### src/rtl/muldiv_pkg.sv
// Shared encodings for the iterative multiply/divide unit.
package muldiv_pkg;

  typedef enum logic [2:0] {
    OP_MUL    = 3'd0,
    OP_MULH   = 3'd1,
    OP_MULHSU = 3'd2,
    OP_MULHU  = 3'd3,
    OP_DIV    = 3'd4,
    OP_DIVU   = 3'd5,
    OP_REM    = 3'd6,
    OP_REMU   = 3'd7
  } op_e;

  typedef enum logic [1:0] {
    ST_IDLE = 2'd0,
    ST_BUSY = 2'd1,
    ST_DONE = 2'd2
  } state_e;

endpackage

### src/rtl/muldiv_prep.sv
// Operand decode: signedness, magnitudes, divide-by-zero / overflow detection.
// Purely combinational; no backpressure.
module muldiv_prep
  import muldiv_pkg::*;
#(
  parameter int XLEN = 32
) (
  input  op_e             op_i,
  input  logic [XLEN-1:0] a_i,
  input  logic [XLEN-1:0] b_i,
  output logic            is_div_o,
  output logic            a_neg_o,
  output logic            b_neg_o,
  output logic [XLEN-1:0] a_mag_o,
  output logic [XLEN-1:0] b_mag_o,
  output logic            special_o,
  output logic            div_zero_o,
  output logic [XLEN-1:0] special_res_o
);

  logic a_signed;
  logic b_signed;
  logic ovf;

  always_comb begin
    a_signed   = op_i inside {OP_MUL, OP_MULH, OP_MULHSU, OP_DIV, OP_REM};
    b_signed   = op_i inside {OP_MUL, OP_MULH, OP_DIV, OP_REM};
    a_neg_o    = a_signed & a_i[XLEN-1];
    b_neg_o    = b_signed & b_i[XLEN-1];
    a_mag_o    = a_neg_o ? -a_i : a_i;
    b_mag_o    = b_neg_o ? -b_i : b_i;
    is_div_o   = op_i[2];
    div_zero_o = is_div_o & (b_i == '0);
    ovf        = (op_i inside {OP_DIV, OP_REM}) &
                 (a_i == {1'b1, {(XLEN-1){1'b0}}}) & (&b_i);
    special_o  = div_zero_o | ovf;

    // op[1] separates REM/REMU from DIV/DIVU
    special_res_o = '0;
    if (div_zero_o)
      special_res_o = op_i[1] ? a_i : '1;
    else if (ovf)
      special_res_o = op_i[1] ? '0 : a_i;
  end

endmodule

### src/rtl/muldiv_unit.sv
// Iterative RV M-extension multiply/divide: XLEN BUSY cycles, specials optionally immediate.
// Result held in DONE until out_ready; kill aborts BUSY or DONE back to IDLE.
module muldiv_unit
  import muldiv_pkg::*;
#(
  parameter int XLEN         = 32,
  parameter int FAST_SPECIAL = 1
) (
  input  logic            clk,
  input  logic            rst_n,
  input  logic            in_valid,
  output logic            in_ready,
  input  logic [2:0]      op,
  input  logic [XLEN-1:0] a,
  input  logic [XLEN-1:0] b,
  input  logic            kill,
  output logic            out_valid,
  input  logic            out_ready,
  output logic [XLEN-1:0] result,
  output logic            div_zero,
  output logic            busy
);

  localparam int CW = $clog2(XLEN) + 1;

  state_e            state_q, state_d;
  logic [CW-1:0]     cnt_q, cnt_d;
  op_e               op_q, op_d;
  logic [XLEN-1:0]   hi_q, hi_d, lo_q, lo_d, opd_q, opd_d;
  logic              neg_q, neg_d, rneg_q, rneg_d;
  logic              spec_q, spec_d, dzp_q, dzp_d;
  logic [XLEN-1:0]   spec_res_q, spec_res_d;
  logic [XLEN-1:0]   result_q, result_d;
  logic              div_zero_q, div_zero_d;

  logic              p_is_div, p_a_neg, p_b_neg, p_special, p_div_zero;
  logic [XLEN-1:0]   p_a_mag, p_b_mag, p_special_res;

  logic [XLEN:0]     sum;
  logic [XLEN:0]     shifted;
  logic              ge;
  logic [XLEN-1:0]   hi_n, lo_n;
  logic [2*XLEN-1:0] prod, prod_s;
  logic [XLEN-1:0]   quo_s, rem_s, final_res;

  muldiv_prep #(.XLEN(XLEN)) u_prep (
    .op_i          (op_e'(op)),
    .a_i           (a),
    .b_i           (b),
    .is_div_o      (p_is_div),
    .a_neg_o       (p_a_neg),
    .b_neg_o       (p_b_neg),
    .a_mag_o       (p_a_mag),
    .b_mag_o       (p_b_mag),
    .special_o     (p_special),
    .div_zero_o    (p_div_zero),
    .special_res_o (p_special_res)
  );

  // One iteration: shift-add multiply on {hi,lo}, or restoring divide with quotient into lo
  always_comb begin
    sum     = {1'b0, hi_q} + (lo_q[0] ? {1'b0, opd_q} : '0);
    shifted = {hi_q, lo_q[XLEN-1]};
    ge      = shifted >= {1'b0, opd_q};
    if (op_q[2]) begin
      hi_n = ge ? XLEN'(shifted - {1'b0, opd_q}) : shifted[XLEN-1:0];
      lo_n = {lo_q[XLEN-2:0], ge};
    end else begin
      hi_n = sum[XLEN:1];
      lo_n = {sum[0], lo_q[XLEN-1:1]};
    end

    prod   = {hi_n, lo_n};
    prod_s = neg_q ? -prod : prod;
    quo_s  = neg_q ? -lo_n : lo_n;
    rem_s  = rneg_q ? -hi_n : hi_n;
    case (op_q)
      OP_MUL:                        final_res = prod_s[XLEN-1:0];
      OP_MULH, OP_MULHSU, OP_MULHU:  final_res = prod_s[2*XLEN-1:XLEN];
      OP_DIV, OP_DIVU:               final_res = quo_s;
      OP_REM, OP_REMU:               final_res = rem_s;
      default:                       final_res = '0;
    endcase
    if (spec_q)
      final_res = spec_res_q;
  end

  always_comb begin
    state_d    = state_q;
    cnt_d      = cnt_q;
    op_d       = op_q;
    hi_d       = hi_q;
    lo_d       = lo_q;
    opd_d      = opd_q;
    neg_d      = neg_q;
    rneg_d     = rneg_q;
    spec_d     = spec_q;
    dzp_d      = dzp_q;
    spec_res_d = spec_res_q;
    result_d   = result_q;
    div_zero_d = div_zero_q;

    case (state_q)
      ST_IDLE: begin
        if (in_valid) begin
          op_d       = op_e'(op);
          cnt_d      = '0;
          hi_d       = '0;
          lo_d       = p_is_div ? p_a_mag : p_b_mag;
          opd_d      = p_is_div ? p_b_mag : p_a_mag;
          neg_d      = p_a_neg ^ p_b_neg;
          rneg_d     = p_a_neg;
          spec_d     = p_special;
          dzp_d      = p_div_zero;
          spec_res_d = p_special_res;
          if ((FAST_SPECIAL != 0) && p_special) begin
            state_d    = ST_DONE;
            result_d   = p_special_res;
            div_zero_d = p_div_zero;
          end else begin
            state_d = ST_BUSY;
          end
        end
      end
      ST_BUSY: begin
        if (kill) begin
          state_d = ST_IDLE;
        end else begin
          hi_d  = hi_n;
          lo_d  = lo_n;
          cnt_d = cnt_q + CW'(1);
          if (cnt_q == CW'(XLEN-1)) begin
            state_d    = ST_DONE;
            result_d   = final_res;
            div_zero_d = dzp_q;
          end
        end
      end
      ST_DONE: begin
        if (kill || out_ready)
          state_d = ST_IDLE;
      end
      default: state_d = ST_IDLE;
    endcase
  end

  always_ff @(posedge clk or negedge rst_n) begin
    if (!rst_n) begin
      state_q    <= ST_IDLE;
      cnt_q      <= '0;
      op_q       <= OP_MUL;
      hi_q       <= '0;
      lo_q       <= '0;
      opd_q      <= '0;
      neg_q      <= 1'b0;
      rneg_q     <= 1'b0;
      spec_q     <= 1'b0;
      dzp_q      <= 1'b0;
      spec_res_q <= '0;
      result_q   <= '0;
      div_zero_q <= 1'b0;
    end else begin
      state_q    <= state_d;
      cnt_q      <= cnt_d;
      op_q       <= op_d;
      hi_q       <= hi_d;
      lo_q       <= lo_d;
      opd_q      <= opd_d;
      neg_q      <= neg_d;
      rneg_q     <= rneg_d;
      spec_q     <= spec_d;
      dzp_q      <= dzp_d;
      spec_res_q <= spec_res_d;
      result_q   <= result_d;
      div_zero_q <= div_zero_d;
    end
  end

  assign in_ready  = (state_q == ST_IDLE);
  assign out_valid = (state_q == ST_DONE);
  assign busy      = (state_q != ST_IDLE);
  assign result    = result_q;
  assign div_zero  = div_zero_q;

endmodule

### config.mk
export PLATFORM = sky130hd
export DESIGN_NAME = muldiv_unit
export DESIGN_NICKNAME = d
export VERILOG_FILES = /design/src/rtl/muldiv_pkg.sv /design/src/rtl/muldiv_prep.sv /design/src/rtl/muldiv_unit.sv
export SDC_FILE = /design/constraint.sdc
export NUM_CORES = 1
export LEC_CHECK = 0
export CAP_MARGIN = 5
export CORE_MARGIN = 3
export CORE_UTILIZATION = 25
export DETAILED_ROUTE_END_ITERATION = 8
export SKIP_LAST_GASP = 1
export SYNTH_ARGS = -nofsm -noshare
export SYNTH_HDL_FRONTEND = slang
export SYNTH_SLANG_ARGS = --single-unit
### constraint.sdc
create_clock -name clk -period 6 [get_ports clk]
set_clock_uncertainty 0.1 [all_clocks]
set_input_delay 1.2 -clock clk [delete_from_list [all_inputs] [get_ports clk]]
set_output_delay 1.2 -clock clk [all_outputs]
set_load 0.03 [all_outputs]
==> qor.yml <==
power:
  power_density_nw_per_um2: 630.3
  leakagePower_nw: 8.047
  vdd_drop_max_uv: 262.7
sta:
  slew_headroom: 0.1965
  hold_viol: 0
  slew_viol_final: 0
  worstMarginPinSlew_ns: 1.195
  fmax_mhz: 174.3
  period_minus_slack_ns: 5.739
  setup_slack_ns: 0.2612
  min_period_over_period: 0.9565
  setup_violations: 0
synthesis:
  synthTopCellsByCount: "nand2_1 (269), o21ai_0 (249), a21oi_1 (248)"
  synth_top_area_cell: "dfrtp_1"
  synth_flop_cell: "dfrtp_1"
  synthTopCellsByArea: "dfrtp_1 (25%), o21ai_0 (7.0%), a21oi_1 (7.0%), nand2_1 (5.7%), ha_1 (4.9%)"
  synth_top_area_share: 0.2469
  synth.distinct_cells: 108
  synth-edff-count: 0
  synth_fp_nets: 2532
  ys_seq_area_frac: 0.2469
  syn_area_um2: 17840
  synth.most_common_cell: "nand2_1"
  synthArstFlopShare: 1.000
  synth.avg_cell_area_um2: 7.469
  synth-seq-cells: 176
  ys_warn_count: 0
  synth_cells: 2388
clocking:
  cts_buffer_depth: 2
  numCtsBuffers: 17
  cts.sinks: 176
  cts_htree_levels: 4
  clockRootBuffer: "clkbuf_16"
  clk_latency_ns: 0.47
  cts_tree: "yes"
  clkTransAtPathRegs_ns: 0.09
global_routing:
  gr-total-overflow: 0
  grt_max_degree: 99
  grt_pass1_vias: 17520
  grt_use_total: 0.1990
  antenna_found_initial: 2
  grt_pass1_wl_mm: 112.8
drt:
  wirelength_mm: 76.79
  drt_iter0_drc: 2231
  drc: 0
  drtAntennaViolNets: 0
  routedWlPerCell_um: 22.68
  detail_route.vias_per_cell: 5.649
  drt-pass1-iter-count: 5
  routed-via-count: 19130
floorplan:
  dieArea_um2: 74590
  ioPinCount: 108
  num_rows: 97
  initial_core_util: 0.2534
  fp.dieW_um: 273.1
  coreArea_um2: 70390
  die_y_um: 273.1
cells_and_area:
  num-nets-final: 2576
  area_growth_pct: 15.46
  drive_gt1_frac: 0.07975
  fin_area_um2: 20590
flow_run:
  cap_violations: 0
placement:
  place_ws_ns: 0.4886
  hpwlAfterDp_mm: 60.18
  gp_congestion: 1.032
  numPortBuffers: 107
  placed_cell_area_um2: 19940
setup_path:
  cpPeakStageDelay_ns: 0.91
  path_class: "reg -> reg"
  critPathArrivalTime_ns: 6.02
  worst-endpoint-required_ns: 6.28
  path_max_fanout: 12
  crit_top_cell: "nand4_1"
  cp-start-kind: "flip-flop"
  crit_path_end_kind: "flip-flop"
  crit_chain: "inv_1 > ha_1 > nand4_1 > nor4_2 > o21ai_2 > a311oi_2 > buf_4 > nor3_1 > o311ai_1 > nand2_1 > nor4b_4 > nand4_1 > a2111oi_0 > nor2_1 > xnor2_1 > o31ai_1"
  cp_slowest_cell: "o311ai_1"
min_path:
  hp-class: "reg -> reg"
run_status:
  status: "finished clean"
==> metrics by stage <==
stage / power (mW) / cells / TNS, ns / hold WS (ns) / util
floorplan: 8.231 / 2388 / 0 / 0.3441 / -
global placement: 11.45 / 3353 / 0 / 0.3531 / 0.2833
detailed placement: 11.43 / 3353 / 0 / 0.3605 / 0.2833
CTS: 12.72 / 3385 / 0 / 0.3797 / 0.2924
global route: 13.69 / 3385 / -0.003812 / 0.3895 / 0.2925
finish: 12.98 / 3386 / 0 / 0.3782 / 0.2926
==> placed cells by master, fill, tap and decap left out, types with 18 or more instances in the layout <==
cell type and count:
nor2_1 231, nand3_1 39, dfrtp_1 175, nor3_1 64, a31oi_1 33, xnor2_1 96, mux2i_1 50, nand4_1 39
o211ai_1 23, o22ai_1 18, o31ai_1 37, ha_1 70, xor2_1 62, a211oi_1 28, o21ai_0 249, clkdlybuf4s50_1 105
buf_4 77, inv_1 70, nand2_1 267, a21oi_1 248, mux2_2 23, and2_1 45, a21o_1 32
==> sequential cells by signal, indices dropped and copies added (netlist names) <==
| name | count |
|---|---|
| spec_q | 1 |
| cnt_q | 6 |
| spec_res_q | 32 |
| hi_q | 32 |
| rneg_q | 1 |
| neg_q | 1 |
| opd_q | 32 |
| lo_q | 32 |
| div_zero | 1 |
| state_q | 2 |
| op_q | 3 |
| result | 32 |
| dzp_q | 1 |
==> critical path: cells and delay by family (launching register included) <==
kind / cells / cell delay (ns)
AO/OA/AOI/OAI: 5 / 2.53
AND/OR/NAND/NOR: 7 / 1.48
buffers and inverters: 2 / 0.48
adder cells (fa/ha/maj): 1 / 0.48
flip-flops: 1 / 0.42
XOR/XNOR: 1 / 0.16
==> kinds of logic (layout without fill, tap and decap cells) <==
family | after synthesis | count (layout) | synth area share
AOI/OAI and AO/OA | 843 | 843 | 0.2983
xor gates and xnor gates | 158 | 158 | 0.07758
adders and majority gates | 72 | 72 | 0.05135
buffers and inverters | 229 | 286 | 0.05654
DFF | 176 | 176 | 0.2469
muxes | 73 | 73 | 0.04258
other | 0 | 1 | 0
and+or+nand+nor | 837 | 837 | 0.2267
==> power by group <==
part	total [mW]	switching (mW)	internal (mW)
logic	9.61	6.26	3.35
registers	2.11	0.509	1.61
clock network	1.26	0.614	0.645
total	13.0	7.38	5.60
==> path summary, 6_finish.rpt <==
check                          startpoint        endpoint  slack (ns)  depth (start not counted)
min in group asynchronous           rst_n      result[19]        0.73                          1
max in group asynchronous           rst_n       opd_q[30]        3.83                          2
max                             opd_q[13]      result[28]        0.26                         16
max reg2reg                     opd_q[13]      result[28]        0.26                         16
min                        spec_res_q[11]  spec_res_q[11]        0.38                          1
min reg2reg                spec_res_q[11]  spec_res_q[11]        0.38                          1
==> layout make-up <==
class | count | area (um2)
fill | 7737 | 49800
clock buffer | 17 | 425.4
clock inverter | 15 | 220.2
timing repair buffer | 183 | 1643
multi-input combinational | 1983 | 12450
inverter | 71 | 266.5
tap | 940 | 1176
antenna | 1 | 2.502
sequential | 176 | 4408
==> timing repair <==
item,4_1_cts,5_1_grt
gates resized for setup,0,1
setup buffers,0,0
setup endpoints to repair,0,1
hold buffers,0,0
==> routing by layer <==
layer | GRT usage | routed length [um] | up-vias
li1 | - | - | 8814
met1 | 0.2684 | 32420 | 9177
met2 | 0.3112 | 34060 | 992
met3 | 0.03652 | 7039 | 146
met4 | 0.08343 | 3262 | 0
met5 | 0 | 0 | -
Note: power is estimated with default switching activity, not from simulation.
